File: config.mk
export PLATFORM = sky130hd
export DESIGN_NAME = elevator_request_manager
export DESIGN_NICKNAME = d
export VERILOG_FILES = /design/src/rtl/elevator_request_manager.sv
export SDC_FILE = /design/constraint.sdc
export NUM_CORES = 1
export LEC_CHECK = 0
export CAP_MARGIN = 10
export CORE_MARGIN = 5
export CORE_UTILIZATION = 45
export CTS_BUF_LIST = sky130_fd_sc_hd__clkbuf_8
export CTS_CLUSTER_DIAMETER = 80
export DETAILED_ROUTE_END_ITERATION = 10
export DONT_BUFFER_PORTS = 1
export PLACE_DENSITY = 0.69
export SLEW_MARGIN = 20
export SYNTH_ARGS = -nofsm -noshare
export SYNTH_HDL_FRONTEND = slang
export SYNTH_SLANG_ARGS = --single-unit
export TNS_END_PERCENT = 5
File: constraint.sdc
create_clock -name clk -period 3.8 [get_ports clk]
set_input_delay 0.19 -clock clk [delete_from_list [all_inputs] [get_ports clk]]
set_output_delay 0.19 -clock clk [all_outputs]
set_load 0.02 [all_outputs]
File: src/rtl/elevator_request_manager.sv
// rtl/elevator_request_manager.sv - debounced button capture, pending lamps, service clear and retry pulses
// Bit order of internal 12-bit vectors: [3:0] car, [7:4] hall up, [11:8] hall down.
module elevator_request_manager #(
    parameter int DEBOUNCE     = 4,
    parameter int RETRY_CYCLES = 64
) (
    input  logic       clk,
    input  logic       reset,
    input  logic [3:0] btn_car,
    input  logic [3:0] btn_up,
    input  logic [3:0] btn_down,
    input  logic [1:0] current_floor,
    input  logic       moving_up,
    input  logic       moving_down,
    input  logic       door_open,
    output logic [3:0] inside_request,
    output logic [3:0] call_up,
    output logic [3:0] call_down,
    output logic [3:0] car_lamp,
    output logic [3:0] up_lamp,
    output logic [3:0] down_lamp,
    output logic       pending_any
);

    localparam logic [3:0]  CNT_LAST    = 4'(DEBOUNCE - 1);
    localparam logic [7:0]  TMR_LAST    = 8'(RETRY_CYCLES - 1);
    // No up call from the top floor, no down call from the ground floor.
    localparam logic [11:0] ACCEPT_MASK = 12'b1110_0111_1111;

    typedef enum logic [1:0] {DIR_IDLE, DIR_UP, DIR_DOWN} dir_e;

    logic [1:0]  rst_sync_q;
    logic        rst_int_n;
    logic [11:0] raw;
    logic [11:0] sync0_q, sync1_q, db_q;
    logic [3:0]  cnt_q [12];
    logic [11:0] pend_q, pend_d;
    logic [11:0] pulse_q, pulse_d;
    logic [11:0] accept, clr;
    logic [3:0]  clr_car, clr_up, clr_dn;
    logic [7:0]  timer_q, timer_d;
    dir_e        dir_q, dir_d;
    logic        svc, retry_fire;

    // Assertion is immediate; release propagates through two flops.
    always_ff @(posedge clk or negedge reset) begin
        if (!reset) begin
            rst_sync_q <= '0;
        end else begin
            rst_sync_q <= {rst_sync_q[0], 1'b1};
        end
    end

    assign rst_int_n = rst_sync_q[1];
    assign raw       = {btn_down, btn_up, btn_car};

    always_comb begin
        accept = '0;
        for (int i = 0; i < 12; i++) begin
            accept[i] = sync1_q[i] & ~db_q[i] & (cnt_q[i] == CNT_LAST);
        end
        accept = accept & ACCEPT_MASK;

        clr_car = '0;
        clr_up  = '0;
        clr_dn  = '0;
        if (door_open) begin
            clr_car[current_floor] = 1'b1;
            if (dir_q != DIR_DOWN || current_floor == 2'd0) clr_up[current_floor] = 1'b1;
            if (dir_q != DIR_UP || current_floor == 2'd3)   clr_dn[current_floor] = 1'b1;
        end
        clr = {clr_dn, clr_up, clr_car} & ACCEPT_MASK;

        svc        = |(pend_q & clr);
        retry_fire = (|pend_q) && (timer_q == TMR_LAST);
        pend_d     = (pend_q | accept) & ~clr;
        // A clear in the same cycle always wins over a new or retried pulse.
        pulse_d    = (accept & ~pend_q & ~clr) | (retry_fire ? (pend_q & ~clr) : 12'h000);

        if (!(|pend_q) || svc || retry_fire) begin
            timer_d = '0;
        end else begin
            timer_d = timer_q + 8'd1;
        end

        dir_d = dir_q;
        if (moving_up) begin
            dir_d = DIR_UP;
        end else if (moving_down) begin
            dir_d = DIR_DOWN;
        end
    end

    always_ff @(posedge clk or negedge rst_int_n) begin
        if (!rst_int_n) begin
            sync0_q <= '0;
            sync1_q <= '0;
            db_q    <= '0;
            for (int i = 0; i < 12; i++) cnt_q[i] <= '0;
            pend_q  <= '0;
            pulse_q <= '0;
            timer_q <= '0;
            dir_q   <= DIR_IDLE;
        end else begin
            sync0_q <= raw;
            sync1_q <= sync0_q;
            for (int i = 0; i < 12; i++) begin
                if (sync1_q[i] != db_q[i]) begin
                    if (cnt_q[i] == CNT_LAST) begin
                        db_q[i]  <= sync1_q[i];
                        cnt_q[i] <= '0;
                    end else begin
                        cnt_q[i] <= cnt_q[i] + 4'd1;
                    end
                end else begin
                    cnt_q[i] <= '0;
                end
            end
            pend_q  <= pend_d;
            pulse_q <= pulse_d;
            timer_q <= timer_d;
            dir_q   <= dir_d;
        end
    end

    assign inside_request = pulse_q[3:0];
    assign call_up        = pulse_q[7:4];
    assign call_down      = pulse_q[11:8];
    assign car_lamp       = pend_q[3:0];
    assign up_lamp        = pend_q[7:4];
    assign down_lamp      = pend_q[11:8];
    assign pending_any    = |pend_q;

endmodule

# --- After elaboration in Yosys (flattened, before gate mapping) ---
# Cells that the tools add are included.
word_totals:
  reg_bits: 110
  latch_bits: 0
  ramBits: 0
  rom_bits: 0
  in_bits: 19
  output_inout_bits: 25
  memories: 0
op_classes:
  n_addsub: 11
  multipliers: 0
  div: 0
  order_cmp: 2
  n_eq_ne: 24
  shifts: 0
  mux: 31
  n_bitwise: 39
  reduce_logical: 21
ops:
  columns: ["operator", "count"]
  rows:
  - ["$mux W4", 23]
  - ["$and A12 B12 Y12", 5]
  - ["$add A4 B1 Y4 const B", 10]
  - ["$eq A4 B2 Y1 const B", 10]
  - ["$not A12 Y12", 2]
  - ["$or A12 B12 Y12", 2]
  - ["$reduce_or A12 Y1", 2]
  - ["$and A1 B1 Y1", 20]
  - ["$reduce_and A2 Y1", 10]
  - ["$mux W12", 1]
  - ["$ne A1 B1 Y1", 10]
  - ["$not A1 Y1", 10]
  - ["$add A8 B1 Y8 const B", 1]
  - ["$eq A8 B6 Y1 const B", 1]
  - ["$mux W8", 1]
  - ["$mux W3", 2]
  - ["$logic_or A1 B1 Y1", 4]
  - ["$mux W2", 2]
  - ["$lt A2 B3 Y1 const B", 1]
  - ["$demux W1 S2", 1]
  - ["$eq A2 B2 Y1 const B", 1]
  - ["$ge A2 B1 Y1 const B", 1]
  - ["$logic_and A1 B1 Y1", 2]
  - ["$logic_not A2 Y1", 1]
  - ["5 further kinds", 5]

# --- Depth between registers and ports, before layout ---
logic_depth:
  ltp_word: 11
  depth_mapped: 6
  mapped_depth_nobuf: 5

# --- Worst setup path after synthesis ---
# Ideal clock, no wire load.
synth_path:
  path_type: "register to register"
  start: "register pend_q[0]"
  end: "register timer_q[3]"
  setup_ns: 0.136
  t_arrival_ns: 1.604
  path_slack_ns: 2.060
  path_stages_with_launch: 5
  period_less_slack_ns: 1.740
  cell_sequence: "dfrtp_1 or4_4 nor4_4 a221o_2 nor4_1"
synth_between:
  elab_chain_cells: 5
  elab_cells_between_ends: 8
  cone_classes: "mux: 1; bitwise: 1; reduce/logical: 6"
synth_rtl:
  columns: ["item", "line", "source"]
  rows:
  - ["start: declaration", "37", "logic [11:0] pend_q, pend_d;"]
  - ["start signal: assignment", "119", "pend_q <= pend_d;"]
  - ["$and A12 B12 Y12 / $reduce_or A12 Y1 (equally long branches)", "74, 75, 80", null]
  - ["$reduce_or A12 Y1 / $logic_not A1 Y1 (equally long branches)", "74, 80", null]
  - ["$logic_or A1 B1 Y1", "80", "if (!(|pend_q) || svc || retry_fire) begin"]
  - ["$logic_or A1 B1 Y1 *", "80", null]
  - ["$mux W8 *", "80", null]
  - ["net timer_d[3]", "41", "logic [7:0] timer_q, timer_d;"]
  - ["end signal: assignment", "121", "timer_q <= timer_d;"]
  - ["end: declaration", "41", null]
# Mark *: on every way through the listed nets, which the timed path passes. The rest lies on a longest branch.
# A chain may end at the register's enable or synchronous reset.

# --- Worst setup path in the final report ---
layout_path:
  start: "register pend_q[0]"
  end: "output port pending_any"
layout_between:
  elab_chain_cells: 1
layout_rtl:
  columns: ["item", "line", "source"]
  rows:
  - ["$reduce_or A12 Y1", "132", "assign pending_any = |pend_q;"]
  - ["end: declaration", "22", "output logic pending_any"]
# Every way passes these cells.

==> results.cfg <==
[route]
drt_iter0_drc = 107
wl_per_cell_um = 14.7
viasPerCell = 5.19
via_count = 2558
ant_nets = 0
wirelength_um = 7260
dr.pass1.iters = 4
drc = 0

[placement]
gp_congestion = 0.787
dpl.cell_count = 458
dp_slack_ps = 1830
io_buffers = 0
hpwlAfterDp_um = 5210

[critical_path]
crit_buf_inv = 1
worst_path_largest_cell_delay_ps = 610
arrival_ps = 2010
startpoint_type = register
worst_r2r_path_depth = 4
worstSetupPathType = reg -> out
cp_max_fo = 5
worstPathRequired_ps = 3610
crit_path_top_delay_cell = or4_4
cpLargestDelayFamily = simple AND/OR/NAND/NOR gates
cp.depth = 3
crit_chain = or4_4, nor4_4, inv_1
endpoint_kind = output port

[min_path]
hp-class = in -> reg
holdPathStages = 2

[yosys]
yosysTopAreaCellShare_pct = 61.7
synth_area_leaders = dfrtp_1 (62%), ha_1 (6.4%), nor2b_1 (3.5%)
seq_area_frac_synth_pct = 61.7
ys_warn_count = 0
synth_cells = 348
netlist_area_um2 = 4140
netlist.top_cell.by_area = dfrtp_1
syn-mean-instance-area_um2 = 11.9
ys_types = 35
ys_ff_latch = 102

[floorplanning]
start_util_pct = 45.4
die_h_um = 106
io_pins = 44
dieWidth_um = 106
die_area_um2 = 11200
coreArea_um2 = 9110
num_rows = 35

[sta]
fin_ws_ps = 1600
whs_ps = 38.6
hold_viol_final = 0
slew_headroom_pct = 60.6
fin_skew_ps = 10.3
finalCriticalPeriod_ps = 2200
finalSetupViolations = 0
rsz0062_at_grt = false
max_freq_mhz = 454
period_share_pct = 58.0
slew_violations = 0
tightestPinTransition_ps = 590
setup_tns_ps = 0

[clock_network]
path_clk_slew_ps = 90
clockBufferDepth = 2
root_buffer = clkbuf_8
cts_made_buffers = 9
postCtsSetupBuffers = 0
htree_levels = 3
clock_latency_ps = 360
postCtsResizedCells = 0
cts_tree = done
cts_sinks = 102

[global_routing]
grt_use_total_pct = 14.3
antenna_found_initial = 0
grt_pass1_vias = 2655
grt_first_pass_wirelength_um = 12600
grt-ovfl-total = 0
grt_max_degree = 48

[layout]
areaGrowthSynthToFinish_pct = 12.2
nets = 417
layout-drive-gt1-share_pct = 6.28
utilization_pct = 51.0
layoutNonFillerInstCount = 493
antenna_cells = 0

[pwr]
p_leak_uw = 0.00211
max-vdd-ir-drop_mv = 0.343
cellPowerDensity_nw_per_um2 = 651

[run_status]
status = finished, final reports clean

[flow_run]
max-cap-violations = 0
[synth_stat cells]
master / n
dfrtp_1: 102
nor2_1: 28
nor2b_1: 23
ha_1: 21
a21oi_1: 19
nor3_1: 15
xor2_1: 15
nand3b_1: 14
inv_1: 13
nand2_1: 13
nand3_1: 12
nand2b_1: 11
nor3b_1: 10
o21ai_0: 10
a211oi_1: 7
a21boi_0: 5
buf_4: 4
nor4_1: 4
a21o_1: 2
a31oi_1: 2
and2_1: 2
conb_1: 2
nand4_1: 2
a221o_2: 1
and3_1: 1
buf_2: 1
clkbuf_1: 1
nor2_2: 1
nor4_4: 1
nor4b_2: 1
or2_2: 1
or3_1: 1
or4_1: 1
or4_4: 1
xnor2_1: 1
[repair_timing]
item | CTS | global route
hold buffers | 19 | 0
hold endpoints to repair | 17 | 0
endpoints found under the setup margin | 0 | 0
[where the power goes]
part | switching, µW | leakage (µW) | total (µW) | internal (µW)
combinational | 382 | 0.000692 | 708 | 326
clock | 351 | 0.0000971 | 626 | 274
sequential | 341 | 0.00132 | 1690 | 1350
[cell usage in the layout (no fill, tap or decap), types with 4 or more instances in the layout]
master and instances:
o21ai_0 10, xor2_1 15, clkbuf_8 11, nand2_1 13, nor3_1 15, nand3_1 12, nor2b_1 23, nor2_1 28
dfrtp_1 101, a21boi_0 5, a21oi_1 19, nand2b_1 11, dlygate4sd3_1 19, inv_1 14, nor3b_1 10, conb_1 5
ha_1 21, nor4_1 4, a211oi_1 7, nand3b_1 14
[layer usage]
metal	up-vias	wire length (µm)	global-route usage (%)
met3	6	486	5.82
met5	-	0	0
li1	1249	-	-
met1	1252	3210	17.9
met2	51	3490	22.8
met4	0	72	4.16
[area by class of cell]
| cell class | count | area [µm²] |
|---|---|---|
| clock inverter | 5 | 33.8 |
| tap | 111 | 139 |
| clock buffer | 11 | 151 |
| timing repair buffer | 21 | 205 |
| inverter | 13 | 48.8 |
| fill | 802 | 4470 |
| multi-input combinational | 230 | 1510 |
| sequential | 102 | 2560 |
[path summary, 6_finish.rpt]
kind                             startpoint       endpoint  slack, ps
setup / recovery                  pend_q[0]    pending_any       1600
hold reg to reg               rst_sync_q[1]      cnt_q[42]        200
setup reg to reg                  pend_q[0]     timer_q[3]       1850
max in group asynchronous     rst_sync_q[1]     timer_q[7]       2710
hold / removal             current_floor[1]      pend_q[0]         40
min in group asynchronous             reset  rst_sync_q[1]         50
[flip-flops by register name (all words and copies together) (netlist names), 8 cells and up]
signal,flops
pulse_q,10
sync1_q,10
db_q,10
timer_q,8
pend_q,10
cnt_q,40
sync0_q,10
[kinds of logic (layout without fill, tap and decap cells)]
kind of cell               after synthesis  count (layout)  share of synthesized area [%]
DFF                                    102             102                           61.7
AOI/OAI and AO/OA                       46              46                           6.62
and+or+nand+nor                        142             142                           19.6
adders and majority gates               21              21                           6.35
buffers and inverters                   19              50                           2.12
other                                    2               5                          0.182
xor gates and xnor gates                16              16                           3.39
[through the flow]
step / area, µm² / power (µW)
after global routing: 4640 / 3250
after floorplan: 4150 / 2190
after detailed placement: 4270 / 2400
after CTS: 4640 / 3070
final: 4640 / 3020
after global placement: 4270 / 2360
No activity file was read; power rests on OpenSTA's default activity.
